[config.mk]
export PLATFORM = sky130hd
export DESIGN_NAME = handshake_watchdog
export DESIGN_NICKNAME = d
export VERILOG_FILES = /design/src/rtl/handshake_watchdog_pkg.sv /design/src/rtl/handshake_watchdog_channel.sv /design/src/rtl/handshake_watchdog.sv
export SDC_FILE = /design/constraint.sdc
export NUM_CORES = 1
export LEC_CHECK = 0
export CORE_MARGIN = 2
export CORE_UTILIZATION = 30
export DETAILED_ROUTE_END_ITERATION = 8
export HOLD_SLACK_MARGIN = 0.06
export PLACE_DENSITY_LB_ADDON = 0.05
export SLEW_MARGIN = 20
export SYNTH_ARGS = -nofsm -noshare
export SYNTH_HDL_FRONTEND = slang
export SYNTH_HIERARCHICAL = 1
export SYNTH_SLANG_ARGS = --single-unit
[constraint.sdc]
create_clock -name clk_i -period 5.32 [get_ports clk_i]
set_clock_uncertainty 0.2 [all_clocks]
set_input_delay 1.064 -clock clk_i [delete_from_list [all_inputs] [get_ports clk_i]]
set_output_delay 1.064 -clock clk_i [all_outputs]
set_load 0.03 [all_outputs]
[src/rtl/handshake_watchdog_pkg.sv]
// Shared definitions for the handshake watchdog.
//   wd_mode_e    : per-channel supervision mode (inactivity or stall).
//   wd_idx_width : width of a channel index for a given channel count.
package handshake_watchdog_pkg;

  typedef enum logic {
    WdIdle  = 1'b0,  // count cycles with no completed transfer
    WdStall = 1'b1   // count cycles where valid is held against low ready
  } wd_mode_e;

  // A single-channel block still carries a 1-bit index so the port never collapses.
  function automatic int wd_idx_width(input int num_channels);
    return (num_channels > 1) ? $clog2(num_channels) : 1;
  endfunction

endpackage

[src/rtl/handshake_watchdog_channel.sv]
// One supervised handshake: cycle counter, sticky trip flag, limit compare.
// Ports:
//   i_clk, i_rst      clock, synchronous active-high reset
//   i_en              channel enable (disabled -> counter held at 0, trip holds)
//   i_mode            WdIdle / WdStall
//   i_limit           trip threshold, 0 disables tripping
//   i_valid, i_ready  monitored handshake
//   i_clear           clears counter and trip flag
//   o_tripped         sticky trip flag (registered)
//   o_count           current counter value (registered)
//
// Handshake semantics: a transfer completes on a cycle where valid and ready
// are both high (fire); valid high with ready low is a stall.
module handshake_watchdog_channel
  import handshake_watchdog_pkg::*;
#(
  parameter int CntWidth = 16
) (
  input  logic                i_clk,
  input  logic                i_rst,
  input  logic                i_en,
  input  wd_mode_e            i_mode,
  input  logic [CntWidth-1:0] i_limit,
  input  logic                i_valid,
  input  logic                i_ready,
  input  logic                i_clear,
  output logic                o_tripped,
  output logic [CntWidth-1:0] o_count
);

  logic [CntWidth-1:0] r_cnt;
  logic                r_tripped;

  logic                w_fire;
  logic                w_stall;
  logic                w_counting;
  logic [CntWidth:0]   w_sum;
  logic                w_limit_hit;

  assign w_fire  = i_valid & i_ready;
  assign w_stall = i_valid & ~i_ready;

  // Counting cycle: idle mode without a transfer, or stall mode with a stall.
  assign w_counting = ((i_mode == WdIdle) & ~w_fire) |
                      ((i_mode == WdStall) & w_stall);

  // One extra bit so the compare sees cnt+1 without wrapping at saturation.
  assign w_sum       = {1'b0, r_cnt} + {{CntWidth{1'b0}}, 1'b1};
  assign w_limit_hit = (i_limit != '0) && (w_sum >= {1'b0, i_limit});

  always_ff @(posedge i_clk) begin
    if (i_rst) begin
      r_cnt     <= '0;
      r_tripped <= 1'b0;
    end else if (i_clear) begin
      // Clear wins over a trip landing on the same edge.
      r_cnt     <= '0;
      r_tripped <= 1'b0;
    end else if (!i_en) begin
      r_cnt     <= '0;
    end else if (w_counting) begin
      if (!w_sum[CntWidth]) begin
        r_cnt <= w_sum[CntWidth-1:0];
      end
      if (w_limit_hit) begin
        r_tripped <= 1'b1;
      end
    end else begin
      // A fire, or stall mode with valid low, restarts the count.
      r_cnt <= '0;
    end
  end

  assign o_tripped = r_tripped;
  assign o_count   = r_cnt;

endmodule

[src/rtl/handshake_watchdog.sv]
// Multi-channel valid/ready watchdog with sticky per-channel trips, an
// aggregated interrupt and a first-offender index.
// Ports:
//   clk_i, rst_i    clock, synchronous active-high reset
//   en_i            per-channel enable
//   mode_i          per-channel mode (0 inactivity, 1 stall)
//   limit_i         shared trip threshold in cycles, 0 disables trips
//   valid_i/ready_i monitored handshakes
//   clear_i         per-channel clear of trip flag and counter
//   tripped_o       sticky trip flags (registered)
//   count_o         packed counters, channel 0 in the LSBs
//   irq_o           OR of tripped_o
//   first_valid_o   a first-offender index is held
//   first_idx_o     index of the first channel to trip
//
// Handshake semantics: a transfer completes on a cycle where valid and ready
// are both high (fire); valid high with ready low is a stall.
module handshake_watchdog
  import handshake_watchdog_pkg::*;
#(
  parameter int NumChannels = 4,
  parameter int CntWidth    = 16,
  parameter int IdxWidth    = wd_idx_width(NumChannels)
) (
  input  logic                            clk_i,
  input  logic                            rst_i,
  input  logic [NumChannels-1:0]          en_i,
  input  logic [NumChannels-1:0]          mode_i,
  input  logic [CntWidth-1:0]             limit_i,
  input  logic [NumChannels-1:0]          valid_i,
  input  logic [NumChannels-1:0]          ready_i,
  input  logic [NumChannels-1:0]          clear_i,
  output logic [NumChannels-1:0]          tripped_o,
  output logic [NumChannels*CntWidth-1:0] count_o,
  output logic                            irq_o,
  output logic                            first_valid_o,
  output logic [IdxWidth-1:0]             first_idx_o
);

  logic [NumChannels-1:0] w_tripped;
  logic [IdxWidth-1:0]    w_low_idx;
  logic                   w_first_clear;
  logic                   r_first_valid;
  logic [IdxWidth-1:0]    r_first_idx;

  for (genvar g = 0; g < NumChannels; g++) begin : g_ch
    handshake_watchdog_channel #(
      .CntWidth (CntWidth)
    ) u_ch (
      .i_clk     (clk_i),
      .i_rst     (rst_i),
      .i_en      (en_i[g]),
      .i_mode    (wd_mode_e'(mode_i[g])),
      .i_limit   (limit_i),
      .i_valid   (valid_i[g]),
      .i_ready   (ready_i[g]),
      .i_clear   (clear_i[g]),
      .o_tripped (w_tripped[g]),
      .o_count   (count_o[g*CntWidth +: CntWidth])
    );
  end

  // Lowest tripped index; scanning downward lets the lowest index win.
  always_comb begin
    w_low_idx = '0;
    for (int i = NumChannels - 1; i >= 0; i--) begin
      if (w_tripped[i]) begin
        w_low_idx = IdxWidth'(i);
      end
    end
  end

  // Clear addressed at the held offender, resolved without a variable index.
  always_comb begin
    w_first_clear = 1'b0;
    for (int i = 0; i < NumChannels; i++) begin
      if ((r_first_idx == IdxWidth'(i)) && clear_i[i]) begin
        w_first_clear = 1'b1;
      end
    end
  end

  // Loads from the registered trip flags, so it follows a trip by one cycle.
  // After the held offender is cleared it drops for one cycle and then picks
  // up the lowest channel still tripped; the index holds while invalid.
  always_ff @(posedge clk_i) begin
    if (rst_i) begin
      r_first_valid <= 1'b0;
      r_first_idx   <= '0;
    end else if (r_first_valid) begin
      if (w_first_clear) begin
        r_first_valid <= 1'b0;
      end
    end else if (|w_tripped) begin
      r_first_valid <= 1'b1;
      r_first_idx   <= w_low_idx;
    end
  end

  assign tripped_o     = w_tripped;
  assign irq_o         = |w_tripped;
  assign first_valid_o = r_first_valid;
  assign first_idx_o   = r_first_idx;

endmodule
==> summary.md <==
| Metric | Value |
|---|---|
| Crit path largest cell delay | `0.46 ns` |
| Outcome | `finished, final reports clean` |
| Clock Pin Slew Worst Setup and Hold Paths | `0.06 ns` |
| Top Family by Delay on Critical Path | `simple AND/OR/NAND/NOR gates` |
| Top cell type by total area after synthesis | `dfxtp_1` |
| Clock Path Buffers | `2` |
| Vias per cell | `4.981` |
| RR Startpoint | `g_ch[0].u_ch/o_count[0]` |
| Top cell type's share of synthesized area | `0.2589` |
| RSZ-0062 raised after global routing | `no` |
| Sw Ratio | `0.2487` |
| Power Internal | `917.6 uW` |
| Vias in the first global route | `5,048` |
| Overall power | `1.221 mW` |
| WP data required | `5.38 ns` |
| Hold WC Path Type | `flip-flop to flip-flop` |
| R2R depth | `12` |
| Final Cell Area | `0.007062 sq mm` |
| Global-route wire length before repair | `26.45 mm` |
| CP Launch Type | `flip-flop` |
| Resize count post-CTS | `0` |
| Cell area after synthesis | `0.005490 sq mm` |
| Cell with the most instances after synthesis | `inv_1` |
| DRT Pass-1 Iters | `5` |
| Fin util | `0.3931` |
| Core area | `0.01796 sq mm` |
| Worst-Skew Late Latency | `0.34 ns` |
| Sequential Power Share | `0.438` |
| Diodes inserted | `0` |
| R2R Path End | `g_ch[0].u_ch/o_tripped` |
| Seq/Total Area, Yosys | `0.2589` |
| Total stage count of the critical path | `12` |
| Synth Flop Type | `dfxtp_1` |
| RePlAce Congestion | `0.8283` |
| Power Density | `173.0 mW/mm^2` |
| Final worst slack | `1.985 ns` |
| Routed WL per cell | `16.20 um` |
| Period utilization | `0.6269` |
| DRC violation count after routing | `0` |
| Die X | `139.3 um` |
| Setup CP Type | `flip-flop to flip-flop` |
| Fin nets | `891` |
| Routed vias | `5,066` |
| Die H | `139.3 um` |
| Overall routing resource usage | `0.1712` |
| YS warnings | `6` |
| Dpl hpwl | `12.62 mm` |
| PortBufs | `109` |
| Leak | `3.213 nW` |
| Tightest Pin Transition | `0.7795 ns` |
| P&R area growth vs syn | `28.62%` |
| CTS tree | `done` |
| Worst path slowest cell | `dfxtp_1` |
| Clock power frac | `0.469` |
| Hold Vio Cnt, Final | `0` |
| Largest cells by area after synthesis | `dfxtp_1 (26%), ha_1 (15%), inv_1 (6.8%)` |
| Combinational share of power | `0.093` |
| Initial Util | `0.3056` |
| Critical path endpoint category | `flip-flop` |
| Number of synthesized register bits | `71` |
| Switching pwr | `303.8 uW` |
| Crit path DAT | `3.39 ns` |
| Root buffer cell | `clkbuf_16` |
| Crit path buf inv count | `1` |
| Max_slew headroom | `0.4789` |
| Crit path max fanout | `6` |
| CP Launch Point | `g_ch[0].u_ch/o_count[0]` |
| R2R Setup Slk | `1.98 ns` |
| Grt ovf | `0` |
| H-tree levels | `3` |
| Initial DRC Count | `260` |
| Fmax | `0.2998 GHz` |
| Worst slack at placement | `1.747 ns` |
| Setup TNS | `0 ns` |
| Post-synth EDFFs | `0` |
| ANT nets after route | `0` |
| Layout cell share with drive strength beyond 1 | `0.07360` |
| Max cap viols | `0` |
| Post-synthesis async set-or-reset flop share | `0` |
| Sink Count | `71` |
| Number of placed I/O pins | `110` |
| Cts hold-fix bufs | `0` |
| CP cell instances | `ha_1 -> nand3_2 -> nor3_1 -> and3_1 -> xnor2_1 -> inv_1 -> ha_1 -> nand4_1 -> nor4_1 -> nor3_1 -> or2_2 -> a41oi_1` |
| Commonest cells in the netlist | `inv_1 (99), dfxtp_1 (71), ha_1 (68), nor2_1 (64), a21oi_1 (35)` |
| Post-CTS Setup Inserts | `0` |
| Setup violators final | `0` |
| Post-layout minimum cycle time | `3.335 ns` |
| Placement Rows | `49` |
| Peak VDD IR | `139.9 uV` |
| Detailed Route WL | `16.47 mm` |
| Max-slew violations | `0` |
| Unique cell type count in the Yosys netlist | `51` |
| Placed inst area | `0.006797 sq mm` |
| Maximum number of pins on one net before global-route repair | `17` |
| Die area | `0.01940 sq mm` |
| Synth Instances | `676` |
| Mapped Nets | `782` |
| CTS buffer count | `9` |
| Setup crit end | `g_ch[0].u_ch/o_tripped` |
| Initial antenna violation count | `0` |
| Synth Area per Inst | `8.122 sq um` |
through the flow:
step                cells  hold slack (ns)
floorplan             676           0.4227
global placement     1003           0.3370
detailed placement   1003           0.3446
CTS                  1017           0.3536
global route         1017           0.3831
finish               1017           0.3573
registers in the layout, indices dropped and copies added, names as in the netlist:
name / cells
g_ch.u_ch/o_tripped: 4
first_idx_o: 2
first_valid_o: 1
g_ch.u_ch/o_count: 64
how the worst min path moves through the flow:
stage	from	endpoint	slack (ns)	cells after the start
3_5_place_dp	g_ch[1].u_ch/o_count[14]	g_ch[1].u_ch/o_count[14]	0.34	1
3_3_place_gp	first_idx_o[1]	first_idx_o[1]	0.34	2
6_report	first_idx_o[1]	first_idx_o[1]	0.36	2
4_1_cts	g_ch[1].u_ch/o_count[14]	g_ch[1].u_ch/o_count[14]	0.35	1
2_1_floorplan	first_idx_o[1]	first_idx_o[1]	0.42	2
5_1_grt	first_idx_o[1]	first_idx_o[1]	0.38	2
power by group through the flow:
stage	combinational (mW)	sequential (mW)	clock, mW
2_1_floorplan	0.0464	0.548	0
3_3_place_gp	0.111	0.547	0
3_5_place_dp	0.114	0.547	0
4_1_cts	0.115	0.535	0.595
5_1_grt	0.126	0.535	0.612
6_report	0.114	0.535	0.573
kinds of logic (layout without fill, tap and decap cells):
kind of cell / after synthesis / after routing / share of synthesized area
buffers and inverters: 110 / 222 / 0.08068
muxes: 9 / 9 / 0.01869
adders and majority gates: 68 / 68 / 0.1550
xor gates and xnor gates: 60 / 60 / 0.09572
and+or+nand+nor: 266 / 266 / 0.2840
AOI/OAI and AO/OA: 92 / 92 / 0.1071
DFF: 71 / 71 / 0.2589
worst reg2reg max path: stages (launching register included):
cell,delay (ns)
dfxtp_1,0.46
ha_1,0.27
nand3_2,0.12
nor3_1,0.45
and3_1,0.24
xnor2_1,0.15
inv_1,0.08
ha_1,0.30
nand4_1,0.12
nor4_1,0.30
nor3_1,0.07
or2_2,0.27
a41oi_1,0.21
area by class of cell:
class / instances / area (sq um)
tap: 229 / 286.5
fill: 1834 / 10900
clock buffer: 13 / 260.3
multi-input combinational: 495 / 3626
clock inverter: 1 / 5.005
timing repair buffer: 109 / 1091
inverter: 99 / 371.6
sequential: 71 / 1421
layer usage:
layer  vias up  GRT usage  wire length [um]
li1       2595          -                 -
met1      2345     0.2252              7855
met2       101     0.2838              7811
met3        25    0.02478               465
met4         0    0.06539               341
met5         -          0                 0
cell usage in the layout (no fill, tap or decap), drive strengths merged, types with 12 or more instances in the layout:
master,count
a211oi,18
a21oi,35
and3,19
clkbuf,13
clkdlybuf4s50,109
dfxtp,71
ha,68
inv,99
nand2,19
nand3,37
nand4,27
nor2,72
nor2b,12
nor3,24
nor4,20
o21ai,12
xnor2,33
xor2,27
Power figures use the tool's default switching activity.
